===== src/rtl/riscv_cpu_pkg.sv =====
// Shared load/store definitions: FSM state type, RV32I funct3 encodings and
// request-legality helpers used by the LSU.
package riscv_cpu_pkg;

    localparam int BE_WIDTH = 4;

    typedef enum logic [1:0] {
        LSU_IDLE        = 2'd0,
        LSU_WAIT_GNT    = 2'd1,
        LSU_WAIT_RVALID = 2'd2
    } lsu_state_e;

    localparam logic [2:0] F3_LB  = 3'b000;
    localparam logic [2:0] F3_LH  = 3'b001;
    localparam logic [2:0] F3_LW  = 3'b010;
    localparam logic [2:0] F3_LBU = 3'b100;
    localparam logic [2:0] F3_LHU = 3'b101;
    localparam logic [2:0] F3_SB  = 3'b000;
    localparam logic [2:0] F3_SH  = 3'b001;
    localparam logic [2:0] F3_SW  = 3'b010;

    function automatic logic f3_legal(input logic we, input logic [2:0] f3);
        if (we)
            return (f3 == F3_SB) || (f3 == F3_SH) || (f3 == F3_SW);
        return (f3 == F3_LB) || (f3 == F3_LH) || (f3 == F3_LW) ||
               (f3 == F3_LBU) || (f3 == F3_LHU);
    endfunction

    // size is funct3[1:0]: 0 byte, 1 half, 2 word; only meaningful for legal funct3
    function automatic logic addr_misaligned(input logic [1:0] size, input logic [1:0] lo);
        case (size)
            2'b01:   return lo[0];
            2'b10:   return lo != 2'b00;
            default: return 1'b0;
        endcase
    endfunction

endpackage


===== src/rtl/lsu_data_align.sv =====
// Combinational lane steering: store byte-enables and data replication,
// load byte/half extraction with sign or zero extension.
module lsu_data_align
    import riscv_cpu_pkg::*;
(
    input  logic [2:0]          funct3_i,
    input  logic [1:0]          offset_i,
    input  logic [31:0]         wdata_i,
    input  logic [31:0]         rdata_raw_i,
    output logic [BE_WIDTH-1:0] be_o,
    output logic [31:0]         wdata_o,
    output logic [31:0]         rdata_o
);

    logic [31:0] w_shifted;

    assign w_shifted = rdata_raw_i >> {offset_i, 3'b000};

    // NOTE: every output gets a default first so no path can infer a latch.
    always_comb begin
        be_o    = 4'b1111;
        wdata_o = wdata_i;
        rdata_o = w_shifted;
        case (funct3_i[1:0])
            2'b00: begin
                be_o    = 4'b0001 << offset_i;
                wdata_o = {4{wdata_i[7:0]}};
                rdata_o = funct3_i[2] ? {24'b0, w_shifted[7:0]}
                                      : {{24{w_shifted[7]}}, w_shifted[7:0]};
            end
            2'b01: begin
                be_o    = 4'b0011 << offset_i;
                wdata_o = {2{wdata_i[15:0]}};
                rdata_o = funct3_i[2] ? {16'b0, w_shifted[15:0]}
                                      : {{16{w_shifted[15]}}, w_shifted[15:0]};
            end
            default: ;
        endcase
    end

endmodule


===== src/rtl/lsu_controller.sv =====
// Single-outstanding load/store unit: accepts an EX-stage request, runs a
// req/gnt + rvalid data-memory handshake and aborts on timeout.
module lsu_controller
    import riscv_cpu_pkg::*;
#(
    parameter int TIMEOUT_CYCLES = 16
) (
    input  logic                clk_i,
    input  logic                rst_i,
    input  logic                req_i,
    input  logic                we_i,
    input  logic [2:0]          funct3_i,
    input  logic [31:0]         addr_i,
    input  logic [31:0]         wdata_i,
    output logic                busy_o,
    output logic [31:0]         rdata_o,
    output logic                rvalid_o,
    output logic                misaligned_o,
    output logic                err_o,
    output logic                data_req_o,
    input  logic                data_gnt_i,
    output logic [31:0]         data_addr_o,
    output logic                data_we_o,
    output logic [BE_WIDTH-1:0] data_be_o,
    output logic [31:0]         data_wdata_o,
    input  logic [31:0]         data_rdata_i,
    input  logic                data_rvalid_i
);

    localparam int              CNT_W    = $clog2(TIMEOUT_CYCLES + 1);
    localparam logic [CNT_W-1:0] CNT_LAST = CNT_W'(TIMEOUT_CYCLES - 1);

    lsu_state_e       r_state;
    lsu_state_e       w_state_nxt;
    logic [CNT_W-1:0] r_cnt;
    logic             r_we;
    logic [2:0]       r_funct3;
    logic [31:0]      r_addr;
    logic [31:0]      r_wdata;
    logic             r_err;

    logic w_legal, w_misaligned, w_idle_req, w_accept, w_illegal;
    logic w_waiting, w_gnt_done, w_rv_done, w_complete, w_timeout;

    assign w_legal      = f3_legal(we_i, funct3_i);
    assign w_misaligned = w_legal && addr_misaligned(funct3_i[1:0], addr_i[1:0]);
    assign w_idle_req   = (r_state == LSU_IDLE) && req_i;
    assign w_accept     = w_idle_req && w_legal && !w_misaligned;
    assign w_illegal    = w_idle_req && !w_legal;

    assign w_waiting  = r_state != LSU_IDLE;
    assign w_gnt_done = (r_state == LSU_WAIT_GNT) && data_gnt_i;
    assign w_rv_done  = (r_state == LSU_WAIT_RVALID) && data_rvalid_i;
    assign w_complete = (w_gnt_done && r_we) || w_rv_done;
    // Completion wins: a grant or rvalid on the last allowed cycle is not a timeout.
    assign w_timeout  = w_waiting && !w_gnt_done && !w_rv_done && (r_cnt == CNT_LAST);

    always_comb begin
        w_state_nxt = r_state;
        case (r_state)
            LSU_IDLE: begin
                if (w_accept)
                    w_state_nxt = LSU_WAIT_GNT;
            end
            LSU_WAIT_GNT: begin
                if (data_gnt_i)
                    w_state_nxt = r_we ? LSU_IDLE : LSU_WAIT_RVALID;
                else if (w_timeout)
                    w_state_nxt = LSU_IDLE;
            end
            LSU_WAIT_RVALID: begin
                if (data_rvalid_i || w_timeout)
                    w_state_nxt = LSU_IDLE;
            end
            default: w_state_nxt = LSU_IDLE;
        endcase
    end

    // NOTE: sequential state uses non-blocking assignments so every register
    // samples the pre-edge values regardless of statement order.
    always_ff @(posedge clk_i or posedge rst_i) begin
        if (rst_i) begin
            r_state <= LSU_IDLE;
            r_cnt   <= '0;
            r_err   <= 1'b0;
        end else begin
            r_state <= w_state_nxt;
            r_err   <= w_illegal || w_timeout;
            if (w_state_nxt != r_state)
                r_cnt <= '0;
            else if (w_waiting)
                r_cnt <= r_cnt + 1'b1;
        end
    end

    always_ff @(posedge clk_i or posedge rst_i) begin
        if (rst_i) begin
            r_we     <= 1'b0;
            r_funct3 <= 3'b000;
            r_addr   <= 32'h0;
            r_wdata  <= 32'h0;
        end else if (w_accept) begin
            r_we     <= we_i;
            r_funct3 <= funct3_i;
            r_addr   <= addr_i;
            r_wdata  <= wdata_i;
        end
    end

    lsu_data_align u_align (
        .funct3_i    (r_funct3),
        .offset_i    (r_addr[1:0]),
        .wdata_i     (r_wdata),
        .rdata_raw_i (data_rdata_i),
        .be_o        (data_be_o),
        .wdata_o     (data_wdata_o),
        .rdata_o     (rdata_o)
    );

    assign data_req_o   = r_state == LSU_WAIT_GNT;
    assign data_addr_o  = {r_addr[31:2], 2'b00};
    assign data_we_o    = r_we;
    assign rvalid_o     = w_rv_done;
    assign err_o        = r_err;
    assign misaligned_o = w_idle_req && w_misaligned;
    // The acceptance term is gated so busy_o stays low while reset is held.
    assign busy_o       = !rst_i && (w_accept || (w_waiting && !w_complete && !w_timeout));

endmodule


===== config.mk =====
export PLATFORM = sky130hd
export DESIGN_NAME = lsu_controller
export DESIGN_NICKNAME = d
export VERILOG_FILES = /design/src/rtl/riscv_cpu_pkg.sv /design/src/rtl/lsu_data_align.sv /design/src/rtl/lsu_controller.sv
export SDC_FILE = /design/constraint.sdc
export NUM_CORES = 1
export LEC_CHECK = 0
export BUFFER_PORTS_ARGS = -buffer_cell sky130_fd_sc_hd__buf_2
export CAP_MARGIN = 40
export CORE_UTILIZATION = 44
export DETAILED_ROUTE_END_ITERATION = 16
export PLACE_DENSITY = 0.78
export SYNTH_ARGS = -nofsm -noshare
export SYNTH_HDL_FRONTEND = slang
export SYNTH_HIERARCHICAL = 1
export SYNTH_SLANG_ARGS = --single-unit
export TNS_END_PERCENT = 50

===== constraint.sdc =====
create_clock -name clk_i -period 2.1 [get_ports clk_i]
set_clock_uncertainty 0.05 [all_clocks]
set_input_delay 0.315 -clock clk_i [delete_from_list [all_inputs] [get_ports clk_i]]
set_output_delay 0.315 -clock clk_i [all_outputs]
set_load 0.02 [all_outputs]

==> results of run 1 <==
[how the worst max path moves through the flow]
stage / endpoint / slack, ns / cells past startpoint
after floorplan: busy_o / 0.22 / 5
after global placement: rdata_o[27] / 0.03 / 4
after detailed placement: rdata_o[15] / -0.01 / 5
after CTS: rdata_o[12] / -0.12 / 5
after global routing: rdata_o[8] / -0.19 / 5
final: rdata_o[30] / -0.11 / 5
[repair_timing]
item | CTS | global route
hold buffers | 1 | 0
setup endpoints to repair | 48 | 43
buffers inserted | 8 | 0
hold endpoints to repair | 20 | 0
pin swaps | 2 | 2
gates resized for setup | 30 | 34
gates cloned | 0 | 0
[power by group through the flow]
stage                     Clock [uW]  Combinational, uW  Sequential, uW
after floorplan                    0               4610            2450
after global placement             0               5700            2570
after global routing             988               6740            2710
final                            898               6330            2610
after CTS                        926               6090            2610
after detailed placement           0               5810            2600
[Yosys cell counts (2+ instances only)]
master / n / area, sq um
a21oi_1: 15 / 75.07
and3_1: 4 / 25.02
buf_12: 4 / 80.08
buf_2: 8 / 40.04
buf_4: 44 / 330.3
buf_6: 4 / 45.04
clkbuf_1: 6 / 22.52
dfrtp_1: 76 / 1902
ha_1: 5 / 62.56
inv_1: 6 / 22.52
mux2_2: 64 / 720.7
mux2_4: 30 / 450.4
mux2i_1: 23 / 230.2
nand2_1: 39 / 146.4
nand2b_1: 2 / 12.51
nand3b_1: 4 / 30.03
nand4_1: 2 / 12.51
nor2_1: 7 / 26.28
nor2b_1: 3 / 18.77
nor3b_1: 3 / 22.52
o211ai_1: 13 / 97.59
o211ai_2: 3 / 37.54
o21a_1: 3 / 22.52
o21ai_0: 19 / 95.09
o21bai_1: 3 / 22.52
o22ai_1: 2 / 12.51
or2_2: 8 / 50.05
xnor2_1: 2 / 17.52
[layer usage]
layer | global-route usage, % | vias up | wire length [um]
li1 | - | 1798 | -
met3 | 6.009 | 17 | 1038
met2 | 40.07 | 199 | 6292
met4 | 8.317 | 0 | 242
met5 | 0 | - | 0
met1 | 24.20 | 1816 | 4662
[logic make-up (layout without fill, tap and decap cells)]
family | after synthesis | after routing | synth area share [%]
other | 1 | 2 | 0.07809
AOI/OAI and AO/OA | 67 | 67 | 10.03
adders and majority gates | 5 | 5 | 1.303
buffers and inverters | 73 | 257 | 11.33
DFF | 76 | 76 | 39.60
and+or+nand+nor | 79 | 79 | 8.103
xor gates and xnor gates | 2 | 2 | 0.3648
muxes | 117 | 117 | 29.18
[final cells by class]
cell class                      count  area [sq um]
Sequential cell                    76          1907
Tap cell                          136         170.2
Multi-Input combinational cell    272          2491
Inverter                            6         26.28
Fill cell                         883          4315
Clock inverter                      4         20.02
Timing Repair Buffer              238          1409
Clock buffer                        9         123.9
[per-stage QoR]
stage / util, % / setup WS, ns
2_1_floorplan: - / 0.2175
3_3_place_gp: 54.70 / 0.02543
3_5_place_dp: 54.70 / -0.01422
4_1_cts: 57.67 / -0.1227
5_1_grt: 58.75 / -0.1876
6_report: 58.75 / -0.1100
[state kept, by name, indices dropped and copies added, names as in the netlist]
name,count
data_we_o,1
r_funct3,3
r_wdata,32
r_state,2
r_cnt,5
err_o,1
r_addr,32
==> impl_metrics.py, run 1 <==
metrics = {
    "status": {
        "status": "complete, but fails checks",
        "violations": "setup timing",
    },
    "die": {
        "fp.dieArea_sq_um": 11340,
        "pin_count": 211,
        "coreArea_sq_um": 10460,
        "rows": 37,
        "die_h_um": 106.5,
        "die_x_um": 106.5,
        "start_util_pct": 45.90,
    },
    "clock_network": {
        "clk_pin_slew_ns": 0.07,
        "cts_tree": "done",
        "root_buffer": "clkbuf_8",
        "cts_sinks": 76,
        "htreeDepth": 3,
        "clkLatencyLatePin_ns": 0.34,
        "clk_path_buf_depth": 2,
        "cts_made_buffers": 9,
    },
    "finish": {
        "final_cells": 741,
        "final_cell_mix": "buf_2 (192), dfrtp_1 (72), mux2_2 (57), nand2_1 (37), mux2_4 (37)",
        "fin_nets": 713,
        "syn2layout_area_growth_pct": 28.01,
        "stdcell_area_sq_um": 6147,
        "drive_gt1_share_pct": 63.97,
        "mostFrequentLayoutCell": "buf_2",
        "diodes": 0,
    },
    "grt": {
        "grt_start_max_net_pins": 37,
        "antenna_found_initial": 0,
        "grt_pass1_wl_mm": 19.29,
        "grt.overflow.total": 0,
        "gr-usage-all-layers_pct": 21.99,
        "grt_pass1_vias": 3957,
    },
    "place": {
        "placed_cell_area_sq_um": 5723,
        "dp_cells": 719,
        "port_buffers": 208,
        "place_hpwl_mm": 9.178,
        "place.gp.congestion": 0.9144,
    },
    "sta": {
        "finalHoldViolCount": 0,
        "min_period_over_period_pct": 105.2,
        "finalSetupViolCount": 25,
        "min_period_ns": 2.210,
        "rsz0062_at_grt": "yes",
        "whs_ns": 0.1261,
        "setup_slack_ns": -0.1100,
        "tns_ns": -2.057,
        "max_freq_mhz": 452.5,
        "finalMaxSlewViolations": 0,
    },
    "run": {
        "drv_cap": 0,
    },
    "detailed_routing": {
        "post_drt_wl_per_cell_um": 16.51,
        "drtIter0Drc": 268,
        "via_count": 3830,
        "ant_nets": 0,
        "wl_mm": 12.24,
        "routed_via_density": 5.169,
        "drcViolationCount": 0,
        "drtPass1Iterations": 4,
    },
    "min_path": {
        "hold_path_end": "r_state[1]",
        "hold_depth": 2,
        "hp-class": "input pin to flip-flop",
        "hp-start": "data_rvalid_i",
    },
    "setup_path": {
        "crit_slowest_cell": "dfrtp_2",
        "crit_buf_inv": 2,
        "regToRegEndpoint": "r_wdata[30]",
        "crit_type": "flip-flop to output pin",
        "crit_fanout": 16,
        "cp_top_family": "flip-flops",
        "critical_path_required_ns": 1.74,
        "cp-start-kind": "flip-flop",
        "crit_start": "r_addr[0]",
        "reg2reg_depth": 5,
        "reg2reg_slack_ns": 0.26,
        "r2r_start": "r_state[0]",
        "critPathArrivalTime_ns": 1.85,
        "cp_slowest_stage_delay_ns": 0.46,
        "crit_path_end_kind": "output pin",
        "crit_path_cell_trace": "mux2_4 > a32oi_4 > buf_12 > o211ai_1 > buf_2",
    },
    "yosys": {
        "ys.flop_type": "dfrtp_1",
        "synthArstFlopShare_pct": 100.0,
        "syn_area_sq_um": 4802,
        "yosysWarnings": 6,
        "ys_seq_area_share_pct": 39.60,
        "synth_edf_count": 0,
        "syn_inst": 420,
        "ys_types": 46,
        "avgSynthCellArea_sq_um": 11.43,
        "ys_ff_latch": 76,
    },
    "power_and_ir_drop": {
        "power_frac_comb_pct": 64.3,
        "power_density_nw_per_um2": 1601,
        "ir_worst_vdd_uv": 957.0,
        "internal-power_uw": 5377,
        "sw_frac_of_total_pct": 45.37,
        "p_clk_share_pct": 9.1,
        "leakage_uw": 0.003015,
        "fin_total_pwr_uw": 9842,
        "seqPwrFrac_pct": 26.5,
        "net-switching-power_uw": 4466,
    },
}
Note: power is estimated with default switching activity, not from simulation.
==> run 2, diff against run 1 <==
Settings changed: CORE_UTILIZATION 44 to 43, SKIP_LAST_GASP set to 1, SYNTH_HIERARCHICAL 1 to unset.
==> run 2 against run 1 <==
  * The flow still finishes with violations (setup timing)
  * Area after synthesis shrank 5.1%
  * Combinational power is 5.4% lower
  * Clock power increased by 10%
  * Power decreased by 3.7%
  * Register-to-register slack worse by 0.09 ns
  * Worst setup slack got worse by 0.084 ns
==> impl_metrics.py, run 2 <==
metrics = {
    "status": {
        "status": "complete, but fails checks",
        "violations": "setup timing",
    },
    "finish": {
        "multi_input_area_sq_um": 2354,
        "final_cells": 741,
        "stdcell_area_sq_um": 6085,
        "final_cell_mix": "buf_2 (186), dfrtp_1 (74), mux2_2 (65), buf_4 (34), nand2_1 (27)",
        "drive_gt1_share_pct": 63.14,
        "reg_top3": "r_addr x32, r_wdata x32, r_cnt x5",
        "diodes": 0,
        "fill_cells": 862,
        "syn2layout_area_growth_pct": 33.56,
        "fin_nets": 710,
        "regArea_sq_um": 1904,
        "mostFrequentLayoutCell": "buf_2",
    },
    "detailed_routing": {
        "routed_via_density": 5.175,
        "drt-met1-wl_mm": 4.490,
        "dr.max_layer_used": "met4",
        "drtIter0Drc": 297,
        "via_count": 3835,
        "met2_length_mm": 6.244,
        "dr_wl_met3_um": 885,
        "ant_nets": 0,
        "drtPass1Iterations": 4,
        "drcViolationCount": 0,
        "post_drt_wl_per_cell_um": 16.08,
        "wl_mm": 11.92,
    },
    "clock_network": {
        "htreeDepth": 3,
        "cts_sinks": 76,
        "root_buffer": "clkbuf_8",
        "clk_path_buf_depth": 2,
        "cts_tree": "done",
        "clkLatencyLatePin_ns": 0.35,
        "cts_made_buffers": 9,
        "clk_pin_slew_ns": 0.08,
    },
    "sta": {
        "min_period_over_period_pct": 109.2,
        "finalMaxSlewViolations": 0,
        "min_period_ns": 2.294,
        "rsz0062_at_grt": "yes",
        "finalHoldViolCount": 0,
        "setup_slack_ns": -0.1937,
        "finalSetupViolCount": 32,
        "max_freq_mhz": 436.0,
    },
    "yosys": {
        "syn_inst": 409,
        "synth_top_family_by_area": "multiplexers",
        "ys_seq_area_share_pct": 41.75,
        "synth_fa_ha_area_share_pct": 1.373,
        "ys.flop_type": "dfrtp_1",
        "yosysWarnings": 0,
        "synthTopCellsByArea": "dfrtp_1 (42%), mux2_2 (16%), buf_4 (7.3%)",
        "synth_compound_area_share_pct": 8.789,
        "syn_area_sq_um": 4556,
        "synth.most_common_cell": "dfrtp_1",
        "ys_types": 44,
        "synth_edf_count": 0,
        "avgSynthCellArea_sq_um": 11.14,
        "synth_common_cells": "dfrtp_1 (76), mux2_2 (65), buf_4 (44)",
        "synth_top_area_cell": "dfrtp_1",
        "synthArstFlopShare_pct": 100.0,
        "ys_ff_latch": 76,
        "synthMuxAreaShare_pct": 28.04,
        "synth_xor_area_share_pct": 0.5768,
        "yosysTopAreaCellShare_pct": 41.75,
        "synth-simple-area-share_pct": 8.569,
    },
    "setup_path": {
        "critPathArrivalTime_ns": 1.93,
        "crit_type": "flip-flop to output pin",
        "cp-start-kind": "flip-flop",
        "critical_path_required_ns": 1.74,
        "reg2reg_slack_ns": 0.17,
        "crit_fanout": 8,
        "crit_path_end_kind": "output pin",
    },
    "grt": {
        "gr-usage-all-layers_pct": 21.03,
        "grt_pass1_wl_mm": 18.25,
        "antenna_found_initial": 0,
        "grt_pass1_vias": 3836,
        "grt_start_max_net_pins": 45,
        "grt.overflow.total": 0,
    },
    "place": {
        "place.gp.congestion": 0.9406,
        "port_buffers": 208,
        "placed_cell_area_sq_um": 5518,
        "dp_cells": 715,
        "place_hpwl_mm": 8.587,
    },
    "die": {
        "fp.dieArea_sq_um": 11010,
        "coreArea_sq_um": 10280,
        "die_h_um": 104.9,
        "die_x_um": 104.9,
        "start_util_pct": 44.33,
        "rows": 37,
        "pin_count": 211,
    },
    "power_and_ir_drop": {
        "leakage_uw": 0.002976,
        "ir_worst_vdd_uv": 784.7,
        "fin_total_pwr_uw": 9476,
        "power_density_nw_per_um2": 1557,
    },
    "min_path": {
        "hp-class": "input pin to flip-flop",
    },
    "run": {
        "drv_cap": 0,
    },
}
## run 2: changes by cell type in the layout (fill, tap and decap cells not counted), moves of 7 or more
cell,before,now
a211oi_1,0,11
a21oi_2,8,0
mux2_2,57,65
mux2_4,37,19
nand2_1,37,27
nor2_1,6,20
nor2b_1,2,9
o211ai_1,13,0
## run 2: worst max-delay path, cell delays in order (launching register included)
cell and delay (ns):
dfrtp_1 0.41, nand2b_4 0.15, a311o_1 0.30, a221o_2 0.45
nand2_2 0.15, buf_6 0.12
## run 2: kinds of logic (layout without fill, tap and decap cells)
kind of cell | count (synthesis) | count (layout)
mux | 110 | 110
flops | 76 | 76
buf+inv | 70 | 264
simple gates | 84 | 84
other cells | 1 | 2
xor+xnor | 3 | 3
compound gates | 60 | 61
fa+ha+maj | 5 | 5
## run 2: power by group
part	internal [uW]	switching (uW)	total [uW]
Clock	458	534	992
Combinational	2680	3310	5990
Sequential	2080	421	2500
## run 2: final cells by class
class,count,share of cell area [%]
clock inverter,4,0.4113
multi-input combinational,265,38.68
clock buffer,12,2.385
timing repair buffer,241,23.94
tap,136,2.797
sequential,76,31.30
inverter,7,0.4935
## run 2: metrics by stage
step                util (%)  setup TNS, ns  worst slack, ns  hold slack, ns
floorplan                  -              0          0.01522          0.3490
global route           59.20         -6.146          -0.2358          0.1211
CTS                    57.29         -3.751          -0.1579          0.1210
global placement       53.69       -0.01790        -0.007295          0.2768
detailed placement     53.69        -0.4277         -0.06657          0.2873
finish                 59.20         -3.731          -0.1937          0.1357
## run 2: timing repair
action	CTS	global route
pin swaps	7	12
hold buffers	1	0
gates resized for setup	50	43
endpoints found under the setup margin	33	35
buffers inserted	5	4
cloned	1	0
hold endpoints to repair	14	0
## run 2: final timing paths
kind / to / start / depth (start not counted)
worst min register to register: r_addr[19] / r_addr[19] / 1
worst min-delay path: r_addr[16] / addr_i[16] / 2
worst max register to register: r_wdata[6] / r_state[0] / 5
worst max-delay path: rdata_o[29] / r_addr[1] / 5
max in group asynchronous: r_funct3[0] / rst_i / 4
min in group asynchronous: r_addr[7] / rst_i / 3
## run 2: routing by layer
metal  vias up  track usage (%)
met1      1833            22.91
met5         -                0
li1       1773                -
met3        22            4.367
met4         0            11.27
met2       207            38.13
==> run 3, diff against run 2 <==
Settings changed: BUFFER_PORTS_ARGS -buffer_cell sky130_fd_sc_hd__buf_2 to unset, CORE_UTILIZATION 43 to 55, DONT_BUFFER_PORTS set to 1, PLACE_DENSITY 0.78 to 0.73.
Clock period 2.1 ns to 2 ns, I/O delays scaled along.
==> run 3 against run 2 <==
  * The flow still finishes with violations (setup timing)
  * Sequential cell count unchanged
  * Non-clock buffer count down 180
  * Global-route usage up 1.6 points
  * Register-to-register slack worse by 0.12 ns
  * Sequential share of layout area up 5.8 points
  * Worst setup slack worse by 0.078 ns
  * Count of clock-buffer cells in the layout down 2
  * Critical path type unchanged
  * Largest power group unchanged
  * Highest routed layer unchanged
==> impl_metrics.py, run 3 (synthesis results as in run 2) <==
metrics = {
    "power_and_ir_drop": {
        "fin_total_pwr_uw": 9113,
        "ir_worst_vdd_uv": 955.3,
        "leakage_uw": 0.002278,
        "power_density_nw_per_um2": 1776,
    },
    "grt": {
        "grt_pass1_vias": 3093,
        "grt.overflow.total": 0,
        "gr-usage-all-layers_pct": 22.59,
        "grt_start_max_net_pins": 52,
        "antenna_found_initial": 0,
        "grt_pass1_wl_mm": 15.06,
    },
    "sta": {
        "min_period_over_period_pct": 113.6,
        "worstMarginPinSlew_ns": 0.6285,
        "relSlewSlack_pct": 58.10,
        "finalMaxSlewViolations": 0,
        "setup_slack_ns": -0.2713,
        "rsz0062_at_grt": "yes",
        "max_freq_mhz": 440.3,
        "finalHoldViolCount": 0,
        "finalSetupViolCount": 25,
        "min_period_ns": 2.271,
    },
    "setup_path": {
        "crit_buf_inv": 1,
        "r2r_start": "r_state[0]",
        "crit_slowest_cell": "a221o_2",
        "reg2reg_slack_ns": 0.05,
        "critPathArrivalTime_ns": 1.92,
        "cp_slowest_stage_delay_ns": 0.40,
        "cp_top_family": "compound AO/OA/AOI/OAI gates",
        "crit_fanout": 8,
        "reg2reg_depth": 5,
        "regToRegEndpoint": "r_addr[25]",
        "crit_path_cell_trace": "nand2b_4 > a311o_1 > a221o_2 > o21ai_1 > buf_4",
        "cp-start-kind": "flip-flop",
        "crit_path_end_kind": "output pin",
        "crit_type": "flip-flop to output pin",
        "critical_path_required_ns": 1.65,
    },
    "detailed_routing": {
        "post_drt_wl_per_cell_um": 19.56,
        "drt-met1-wl_mm": 3.837,
        "via_count": 3089,
        "drtPass1Iterations": 4,
        "wl_mm": 10.29,
        "drtIter0Drc": 110,
        "dr.max_layer_used": "met4",
        "ant_nets": 0,
        "dr_wl_met3_um": 911,
        "routed_via_density": 5.873,
        "met2_length_mm": 5.246,
        "drcViolationCount": 0,
    },
    "min_path": {
        "hold_depth": 1,
        "hp-start": "addr_i[5]",
        "hp-class": "input pin to flip-flop",
        "hold_path_end": "r_addr[5]",
    },
    "clock_network": {
        "cts_sinks": 76,
        "clk_path_buf_depth": 2,
        "root_buffer": "clkbuf_8",
        "clkLatencyLatePin_ns": 0.34,
        "clk_pin_slew_ns": 0.08,
        "cts_made_buffers": 9,
        "htreeDepth": 3,
        "cts_tree": "done",
    },
    "die": {
        "coreArea_sq_um": 7888,
        "fp.dieArea_sq_um": 8651,
        "die_x_um": 93.01,
        "pin_count": 211,
        "start_util_pct": 57.76,
        "rows": 32,
        "die_h_um": 93.01,
    },
    "run": {
        "drv_cap": 0,
    },
    "place": {
        "place_hpwl_mm": 7.263,
        "place.gp.congestion": 0.8077,
        "placed_cell_area_sq_um": 4652,
        "port_buffers": 0,
    },
    "status": {
        "violations": "setup timing",
        "status": "complete, but fails checks",
    },
    "finish": {
        "drive_gt1_share_pct": 46.93,
        "reg_top3": "r_addr x32, r_wdata x32, r_cnt x5",
        "syn2layout_area_growth_pct": 12.63,
        "final_cell_mix": "dfrtp_1 (76), mux2_2 (60), buf_4 (49), nand2_1 (27), mux2_4 (24)",
        "stdcell_area_sq_um": 5131,
        "mostFrequentLayoutCell": "dfrtp_1",
        "fin_nets": 530,
        "diodes": 0,
    },
}
## run 3: routing by layer
metal  vias to the layer above  global-route usage [%]
li1                       1409                       -
met1                      1500                   24.73
met2                       159                   39.40
met3                        21                   7.561
met4                         0                   10.51
met5                         -                       0
## run 3: worst max path at each step
stage | start | endpoint | slack [ns] | depth (start not counted)
finish | r_addr[1] | rdata_o[22] | -0.27 | 5
global route | r_addr[1] | rdata_o[22] | -0.34 | 5
CTS | r_addr[1] | rdata_o[18] | -0.23 | 5
detailed placement | r_addr[1] | rdata_o[20] | -0.02 | 5
global placement | r_addr[1] | rdata_o[20] | 0.07 | 5
floorplan | r_addr[0] | rdata_o[10] | -0.07 | 5
## run 3: stage by stage
stage | setup WS, ns | cells | hold slack, ns | setup TNS [ns] | util (%)
final | -0.2713 | 526 | 0.05455 | -4.835 | 65.05
after global routing | -0.3355 | 526 | 0.02565 | -7.716 | 65.05
after global placement | 0.06596 | 502 | 0.2228 | 0 | 58.98
after detailed placement | -0.01986 | 502 | 0.2272 | -0.01986 | 58.98
after CTS | -0.2317 | 521 | 0.03112 | -5.351 | 63.15
after floorplan | -0.06978 | 410 | 0.3340 | -0.5582 | -
## run 3: layout make-up
type | count | area (sq um)
repair buffers | 61 | 518.0
multi-input cells | 265 | 2379
clock inverters | 5 | 37.54
inverters | 7 | 30.03
clock buffers | 10 | 137.6
fillers | 592 | 2756
flip-flops and latches | 76 | 1902
well taps | 102 | 127.6
## run 3: power breakdown
group	internal, uW	switching (uW)	leakage [uW]
Combinational	2210	2750	0.00129
Sequential	2170	946	0.000908
Clock	481	546	0.0000848
Total	4870	4250	0.00228
## run 3: what timing repair did
item	in CTS	in global routing
gates cloned	1	0
gates resized for setup	36	28
buffers inserted	1	5
hold buffers	2	0
endpoints found under the setup margin	33	60
pin swaps	3	7
endpoints found under the hold margin	60	0
## run 3: worst reg2reg max path, delay by kind of cell, from the launching register on
| family | cells | cell delay (ns) |
|---|---|---|
| AND/OR/NAND/NOR | 2 | 0.48 |
| flip-flops | 1 | 0.41 |
| multiplexers | 1 | 0.41 |
| buffers and inverters | 1 | 0.28 |
| AO/OA/AOI/OAI | 1 | 0.20 |
